[config.mk]
export PLATFORM = sky130hd
export DESIGN_NAME = snoop_arbiter
export DESIGN_NICKNAME = d
export VERILOG_FILES = /design/src/rtl/snoop_arbiter.sv
export SDC_FILE = /design/constraint.sdc
export NUM_CORES = 1
export LEC_CHECK = 0
export ABC_AREA = 1
export CAP_MARGIN = 10
export CORE_AREA = 2 2 113 115
export CTS_BUF_LIST = sky130_fd_sc_hd__clkbuf_4 sky130_fd_sc_hd__clkbuf_8 sky130_fd_sc_hd__clkbuf_16
export DETAILED_ROUTE_END_ITERATION = 12
export DIE_AREA = 0 0 115 117
export GPL_TIMING_DRIVEN = 0
export PLACE_DENSITY_LB_ADDON = 0.15
export REMOVE_ABC_BUFFERS = 1
export SLEW_MARGIN = 20
export SYNTH_ARGS = -nofsm -noshare
export SYNTH_HDL_FRONTEND = slang
export SYNTH_SLANG_ARGS = --single-unit
export TNS_END_PERCENT = 1
[constraint.sdc]
create_clock -name ACLK -period 1.7 [get_ports ACLK]
set_input_delay 0.34 -clock ACLK [delete_from_list [all_inputs] [get_ports ACLK]]
set_output_delay 0.34 -clock ACLK [all_outputs]
set_load 0.005 [all_outputs]
[src/rtl/snoop_arbiter.sv]
`timescale 1ns/1ps
`default_nettype none
// ============================================================================
// Module   : snoop_arbiter
// Purpose  : Serializes snoop requests from two L1 coherence controllers.
//            A round-robin pick selects one requester g; its snoop is issued
//            on the AC channel of the other cache (t = ~g). The CR response
//            is collected and returned to g, followed by the 16-beat CD burst
//            when the response carries DataTransfer. At most one snoop is
//            outstanding at any time.
// Ports    : ACLK/ARESET            clock, async active-high reset
//            REQ_*                  per-cache snoop request in, one-hot accept
//            AC* / CR* / CD*        snoop channels to/from each cache
//            RSP_*                  latched CR response towards requester
//            RDATA_*                CD beats forwarded to requester
//            BUSY                   transaction in progress
//            PROTO_ERR              sticky CDLAST/beat-count mismatch flag
// Revision : 1.0 - initial release
// ============================================================================
module snoop_arbiter #(
   parameter int ADDR_W = 32,
   parameter int DATA_W = 32
) (
   input  logic                ACLK,
   input  logic                ARESET,
   input  logic [1:0]          REQ_VALID,
   output logic [1:0]          REQ_READY,
   input  logic [2*ADDR_W-1:0] REQ_ADDR,
   input  logic [7:0]          REQ_SNOOP,
   input  logic [5:0]          REQ_PROT,
   output logic [1:0]          ACVALID,
   input  logic [1:0]          ACREADY,
   output logic [2*ADDR_W-1:0] ACADDR,
   output logic [7:0]          ACSNOOP,
   output logic [5:0]          ACPROT,
   input  logic [1:0]          CRVALID,
   output logic [1:0]          CRREADY,
   input  logic [9:0]          CRRESP,
   input  logic [1:0]          CDVALID,
   output logic [1:0]          CDREADY,
   input  logic [2*DATA_W-1:0] CDDATA,
   input  logic [1:0]          CDLAST,
   output logic                RSP_VALID,
   input  logic                RSP_READY,
   output logic                RSP_ID,
   output logic [4:0]          RSP_RESP,
   output logic                RDATA_VALID,
   input  logic                RDATA_READY,
   output logic [DATA_W-1:0]   RDATA,
   output logic                RDATA_LAST,
   output logic                BUSY,
   output logic                PROTO_ERR
);

   typedef enum logic [2:0] {
      ST_IDLE     = 3'd0,
      ST_AC_ISSUE = 3'd1,
      ST_CR_WAIT  = 3'd2,
      ST_RSP      = 3'd3,
      ST_CD_FWD   = 3'd4
   } state_t;

   localparam logic [3:0] C_LAST_BEAT = 4'd15;

   state_t              r_state;
   state_t              w_next_state;
   logic                r_g;
   logic                r_last_grant;
   logic [ADDR_W-1:0]   r_addr;
   logic [3:0]          r_snoop;
   logic [2:0]          r_prot;
   logic [4:0]          r_resp;
   logic [3:0]          r_beat_cnt;
   logic                r_proto_err;

   logic                w_t;
   logic                w_req_any;
   logic                w_pick;
   logic                w_ac_ready;
   logic                w_cr_valid;
   logic [4:0]          w_crresp;
   logic                w_cd_valid;
   logic                w_cd_last;
   logic [DATA_W-1:0]   w_cd_data;
   logic                w_last_beat;
   logic                w_cd_hs;

   // The snoop always targets the cache that did not request it.
   assign w_t         = ~r_g;
   assign w_req_any   = |REQ_VALID;
   // A tie goes to the cache that was not served last.
   assign w_pick      = (&REQ_VALID) ? ~r_last_grant : REQ_VALID[1];

   assign w_ac_ready  = w_t ? ACREADY[1] : ACREADY[0];
   assign w_cr_valid  = w_t ? CRVALID[1] : CRVALID[0];
   assign w_crresp    = w_t ? CRRESP[9:5] : CRRESP[4:0];
   assign w_cd_valid  = w_t ? CDVALID[1] : CDVALID[0];
   assign w_cd_last   = w_t ? CDLAST[1]  : CDLAST[0];
   assign w_cd_data   = w_t ? CDDATA[2*DATA_W-1:DATA_W] : CDDATA[DATA_W-1:0];
   assign w_last_beat = (r_beat_cnt == C_LAST_BEAT);
   assign w_cd_hs     = (r_state == ST_CD_FWD) && w_cd_valid && RDATA_READY;

   assign BUSY        = (r_state != ST_IDLE);
   assign PROTO_ERR   = r_proto_err;

   always_ff @(posedge ACLK or posedge ARESET) begin
      if (ARESET) begin
         r_state <= ST_IDLE;
      end else begin
         r_state <= w_next_state;
      end
   end

   always_comb begin
      w_next_state = r_state;
      REQ_READY    = 2'b00;
      ACVALID      = 2'b00;
      ACADDR       = '0;
      ACSNOOP      = 8'h00;
      ACPROT       = 6'h00;
      CRREADY      = 2'b00;
      CDREADY      = 2'b00;
      RSP_VALID    = 1'b0;
      RSP_ID       = 1'b0;
      RSP_RESP     = 5'h00;
      RDATA_VALID  = 1'b0;
      RDATA        = '0;
      RDATA_LAST   = 1'b0;
      case (r_state)
         ST_IDLE: begin
            if (w_req_any) begin
               // Accept is held off while reset is applied so every output
               // reads 0 during reset regardless of the request inputs.
               REQ_READY[w_pick] = ~ARESET;
               w_next_state      = ST_AC_ISSUE;
            end
         end
         ST_AC_ISSUE: begin
            ACVALID[w_t] = 1'b1;
            if (w_t) begin
               ACADDR[2*ADDR_W-1:ADDR_W] = r_addr;
               ACSNOOP[7:4]              = r_snoop;
               ACPROT[5:3]               = r_prot;
            end else begin
               ACADDR[ADDR_W-1:0]        = r_addr;
               ACSNOOP[3:0]              = r_snoop;
               ACPROT[2:0]               = r_prot;
            end
            if (w_ac_ready) begin
               w_next_state = ST_CR_WAIT;
            end
         end
         ST_CR_WAIT: begin
            CRREADY[w_t] = 1'b1;
            if (w_cr_valid) begin
               w_next_state = ST_RSP;
            end
         end
         ST_RSP: begin
            RSP_VALID = 1'b1;
            RSP_ID    = r_g;
            RSP_RESP  = r_resp;
            if (RSP_READY) begin
               w_next_state = r_resp[0] ? ST_CD_FWD : ST_IDLE;
            end
         end
         ST_CD_FWD: begin
            // Zero-latency pass-through of the target's CD channel.
            RDATA_VALID  = w_cd_valid;
            RDATA        = w_cd_data;
            CDREADY[w_t] = RDATA_READY;
            RSP_ID       = r_g;
            RDATA_LAST   = w_last_beat;
            if (w_cd_hs && w_last_beat) begin
               w_next_state = ST_IDLE;
            end
         end
         default: begin
            w_next_state = ST_IDLE;
         end
      endcase
   end

   always_ff @(posedge ACLK or posedge ARESET) begin
      if (ARESET) begin
         r_g          <= 1'b0;
         r_last_grant <= 1'b1;
         r_addr       <= '0;
         r_snoop      <= 4'h0;
         r_prot       <= 3'h0;
         r_resp       <= 5'h00;
         r_beat_cnt   <= 4'h0;
         r_proto_err  <= 1'b0;
      end else begin
         if ((r_state == ST_IDLE) && w_req_any) begin
            r_g     <= w_pick;
            r_addr  <= w_pick ? REQ_ADDR[2*ADDR_W-1:ADDR_W] : REQ_ADDR[ADDR_W-1:0];
            r_snoop <= w_pick ? REQ_SNOOP[7:4] : REQ_SNOOP[3:0];
            r_prot  <= w_pick ? REQ_PROT[5:3]  : REQ_PROT[2:0];
         end
         if ((r_state == ST_CR_WAIT) && w_cr_valid) begin
            r_resp <= w_crresp;
         end
         if ((r_state == ST_RSP) && RSP_READY) begin
            r_last_grant <= r_g;
            r_beat_cnt   <= 4'h0;
         end
         if (w_cd_hs) begin
            // The beat counter, not CDLAST, ends the burst; a disagreement
            // is only flagged.
            r_beat_cnt <= r_beat_cnt + 4'd1;
            if (w_cd_last != w_last_beat) begin
               r_proto_err <= 1'b1;
            end
         end
      end
   end

endmodule
`default_nettype wire
; Word-level counts from Yosys, hierarchy flattened
; Cells that the tools add are included.
[word_totals]
register_bits = 54
input_bits = 166
out_inout_bits = 129
wordCells = 89
[classes]
n_addsub = 1
order_cmp = 4
n_eq_ne = 11
muxes = 43
bitwise = 5
n_reduce_logical = 16
[ops]
columns = operator, n
row1 = 32-bit 2-to-1 mux, 5
row2 = 64-bit 2-to-1 mux, 1
row3 = 3-bit 2-to-1 mux, 9
row4 = 4-bit 2-to-1 mux, 5
row5 = 3-bit case mux with 5 select lines, 1
row6 = 1-bit 2-to-1 mux, 11
row7 = 2-bit 2-to-1 mux, 5
row8 = 5-bit 2-to-1 mux, 2
row9 = 1-bit logical AND, 8
row10 = 8-bit 2-to-1 mux, 1
row11 = 2-bit inequality test (second input constant), 4
row12 = 3-bit by 2-bit equality test with 1-bit output (second input constant), 2
row13 = 6-bit 2-to-1 mux, 1
row14 = 5-bit AND reduction, 1
row15 = 4-bit by 1-bit adder with 4-bit output (second input constant), 1
row16 = 2-bit AND, 2
row17 = 4-bit equality test (second input constant), 1
row18 = 1-bit by 2-bit < comparator with 1-bit output (second input constant), 2
row19 = 2-bit AND reduction, 2
row20 = 2-bit OR reduction, 2
row21 = 3-bit by 1-bit equality test with 1-bit output (second input constant), 1
row22 = 3-bit equality test (second input constant), 1
row23 = 3-bit zero test, 1
row24 = 1-bit inverter, 3
row25 = 6 further kinds, 8

; Longest topological paths before layout
[logic_depth]
word_depth = 9
depth_mapped = 11
ltp_nobuf = 9

; Worst setup path after synthesis
; OpenSTA, ideal clock, no wires.
[synth_timing]
path_kind = reg-to-output
startpoint = register r_state[2]
endpoint = output port REQ_READY[0]
arrival_time_ns = 1.156
required_ns = 1.360
path_slack_ns = 0.204
path_stages_with_launch = 7
path_buffers = 1
path_cell_list = dfrtp_1 nor2_2 nand2_2 nor2_4 buf_2 inv_1 nor3_1
[synth_between]
elab_chain_len = 2
[synth_lines]
columns = element, line
row1 = "start, declared", 65  ; state_t r_state;
row2 = "start signal, assigned", 110  ; r_state <= w_next_state;
row3 = 3-bit zero test, 129  ; case (r_state)
row4 = 2-bit 2-to-1 mux, 129
row5 = "end, declared", 27  ; output logic [1:0] REQ_READY,
; No other way between the ends.

; Worst setup path after layout
[layout_timing]
startpoint = register r_state[0]
endpoint = output port RDATA_LAST
[layout_between]
elab_chain_len = 2
[layout_lines]
columns = element, line
row1 = 3-bit equality test, 129
row2 = 1-bit 2-to-1 mux, 129
row3 = "end, declared", 50  ; output logic RDATA_LAST,
; No other way between the ends.

==> flow_metrics.env <==
export IMPL_fin_crit_ns=2.07
export IMPL_clk_pin_slew_worst_paths_ns=0.07
export IMPL_cp_num_buf_inv=3
export IMPL_maxSlewHeadroom_pct=52.7
export IMPL_tns_ns=-31.05
export IMPL_drv_cap=0
export IMPL_cp_end_kind="output port"
export IMPL_worstSetupStartpointType="flop"
export IMPL_core_area_mm2=0.0123
export IMPL_numCtsBuffers=5
export IMPL_hold_violations=0
export IMPL_nNetsFinal=1036
export IMPL_tightest_slew_ns=0.710
export IMPL_path_class="flop to output port"
export IMPL_report_power_total_uw=10800
export IMPL_hold_class="flop to flop"
export IMPL_drc_errors=0
export IMPL_crit_cells=5
export IMPL_r2r_worst_path_cells=11
export IMPL_crit_slowest_cell="clkdlybuf4s50_1"
export IMPL_path_cells="inv_4, buf_12, nand3_4, nor2_1, clkdlybuf4s50_1"
export IMPL_rsz0062_at_grt="true"
export IMPL_fmax_ghz=0.482
export IMPL_post_dp_cell_area_mm2=0.00674
export IMPL_vias=4972
export IMPL_synth_warnings=0
export IMPL_cts_root_buf="clkbuf_16"
export IMPL_globalplace_congestion=0.791
export IMPL_fin_skew_ns=0.00228
export IMPL_area_growth_pct=100
export IMPL_synth_seq_cells=54
export IMPL_worst_path_max_fanout=7
export IMPL_ant_nets=0
export IMPL_antenna_found_initial=0
export IMPL_grt_start_max_net_pins=55
export IMPL_grt_usage_pct=22.5
export IMPL_numClockSinks=54
export IMPL_required_ns=1.36
export IMPL_rows=41
export IMPL_grt_overflow=0
export IMPL_first_pass_iters=4
export IMPL_path_delay_family="buffers and inverters"
export IMPL_dieArea_mm2=0.0135
export IMPL_power_density_mw_per_mm2=1440
export IMPL_initial_core_util_pct=30.4
export IMPL_whs_ns=0.499
export IMPL_die_w_um=115
export IMPL_status="finished, violations left"
export IMPL_fp_dieH_um=117
export IMPL_fin_crit_sh_pct=122
export IMPL_fin_util_pct=61.0
export IMPL_grt_pass1_vias=4633
export IMPL_r2r_end="r_state[0]$_DFFE_PP0P_"
export IMPL_clock_path_buffers=2
export IMPL_cpPeakStageDelay_ns=0.51
export IMPL_wirelength_um=17700
export IMPL_maxSlewViolCount=0
export IMPL_ys_seq_area_share_pct=36.1
export IMPL_critical_path_startpoint="r_state[0]$_DFFE_PP0P_"
export IMPL_insertedDiodeCount=0
export IMPL_crit_end="RDATA_LAST"
export IMPL_wl_per_cell_um=17.4
export IMPL_hold_start="r_last_grant$_DFFE_PP1P_"
export IMPL_setup_viol=120
export IMPL_synth_area_mm2=0.00375
export IMPL_cts_max_level=2
export IMPL_regToRegSetupSlack_ns=0
export IMPL_ir_drop_uv=724
export IMPL_hpwl_um=11100
export IMPL_portBuffers=294
export IMPL_violations="negative setup slack"
export IMPL_fillCellCount=1159
export IMPL_grt_pass1_wl_um=23700
export IMPL_tritoncts="built"
export IMPL_finalWorstSetupSlack_ns=-0.375
export IMPL_cts_hold_buffers=0
export IMPL_drive_gt1_share_pct=32.6
export IMPL_syn_avg_cell_area_um2=6.87
export IMPL_drtIter0Drc=223
export IMPL_r2r_start="r_g$_DFFE_PP0P_"
export IMPL_p_leak_uw=0.00356
export IMPL_worstPathArrival_ns=1.73
export IMPL_design_area_mm2=0.00751
export IMPL_ys_types=28
export IMPL_synthCells=546
export IMPL_ios=295
export IMPL_vias_per_cell=4.87
export IMPL_clk_latency_ns=0.29
## tightest hold or removal path, delay by kind of cell, from the launching register on
kind	cells	cell delay, ns
DFF	1	0.37
and+or+nand+nor	1	0.05
AOI/OAI and AO/OA	1	0.07
## routing by layer
| metal | up-vias | GRT usage [%] | wire length [um] |
|---|---|---|---|
| met3 | 26 | 6.44 | 1460 |
| met5 | - | 0 | 5 |
| met4 | 2 | 7.79 | 422 |
| met2 | 214 | 41.8 | 9170 |
| met1 | 2342 | 24.4 | 6670 |
| li1 | 2388 | - | - |
## layout make-up
cell class | instances | area (um^2) | share of cell area (%)
timing repair buffer | 343 | 3110 | 41.4
multi-input combinational | 395 | 2230 | 29.8
sequential | 54 | 1360 | 18.1
inverter | 62 | 332 | 4.42
tap | 150 | 188 | 2.50
clock buffer | 8 | 166 | 2.22
timing repair inverter | 8 | 120 | 1.60
## how the worst min path moves through the flow
stage	slack (ns)	cells past startpoint	endpoint
4_1_cts	0.49	2	r_last_grant$_DFFE_PP1P_
3_3_place_gp	0.48	1	PROTO_ERR$_DFFE_PP0P_
3_5_place_dp	0.48	2	r_last_grant$_DFFE_PP1P_
2_1_floorplan	0.47	1	PROTO_ERR$_DFFE_PP0P_
5_1_grt	0.53	1	PROTO_ERR$_DFFE_PP0P_
6_report	0.50	2	r_last_grant$_DFFE_PP1P_
## flip-flops by register name, summed over array words and instances (netlist names)
name	flops
r_beat_cnt	4
r_prot	3
PROTO_ERR	1
r_addr	32
r_last_grant	1
r_snoop	4
r_g	1
r_state	3
r_resp	5
## synth_stat cells
library cell / number / area [um^2]
nand4_1: 1 / 6.26
o21bai_1: 1 / 7.51
ha_1: 1 / 12.5
nor2_4: 24 / 270
inv_4: 1 / 6.26
nand2_1: 104 / 390
dfstp_2: 1 / 26.3
nor3_1: 3 / 15.0
buf_2: 17 / 85.1
xnor2_1: 1 / 8.76
nor2_2: 4 / 25.0
inv_2: 5 / 18.8
o21ai_0: 41 / 205
inv_1: 56 / 210
buf_6: 4 / 45.0
nor2_1: 114 / 428
clkbuf_1: 14 / 52.6
nand2_2: 4 / 25.0
nand3_1: 11 / 55.1
buf_12: 2 / 40.0
a21oi_1: 33 / 165
xor2_1: 2 / 17.5
and2_1: 1 / 6.26
o21ai_1: 3 / 15.0
nand3_2: 1 / 10.0
a31oi_1: 5 / 31.3
o22ai_1: 39 / 244
dfrtp_1: 53 / 1330
## per-stage QoR
stage                     std cells  setup WS (ns)
after floorplan                 509         -0.716
after global placement          953          -2.75
after detailed placement        956          -1.39
after CTS                       983         -0.616
after global routing           1020         -0.454
final                          1020         -0.375
## cell usage in the layout, fill, tap and decap left out, types with 25 or more instances in the layout
cell / count
buf_2: 65
buf_4: 27
clkbuf_2: 25
clkdlybuf4s50_1: 166
dfrtp_1: 49
inv_1: 51
nand2_1: 92
nor2_1: 77
nor2_2: 28
nor2_4: 37
o21ai_0: 33
o22ai_1: 39
## what timing repair did
action                                  CTS  global route
resized for setup                       273           269
setup buffers                            15            29
endpoints found under the setup margin  181           150
cloned                                    4             8
pin swaps                                 4            16
hold endpoints to repair                  0             0
## logic make-up (layout without fill, tap and decap cells)
| logic type | Yosys count | after routing | share of synthesized area (%) |
|---|---|---|---|
| compound gates | 122 | 122 | 17.8 |
| xor+xnor | 3 | 3 | 0.701 |
| fa+ha+maj | 1 | 1 | 0.334 |
| buf+inv | 99 | 421 | 12.2 |
| flops | 54 | 54 | 36.1 |
| simple gates | 267 | 269 | 32.8 |
## where the power goes
part	switching (uW)	total [uW]	leakage (uW)	internal, uW
combinational	4230	7450	0.00282	3220
clock	471	1140	0.0000832	669
sequential	277	2190	0.000654	1920
total	4980	10800	0.00356	5800
Note: power is estimated with default switching activity, not from simulation.
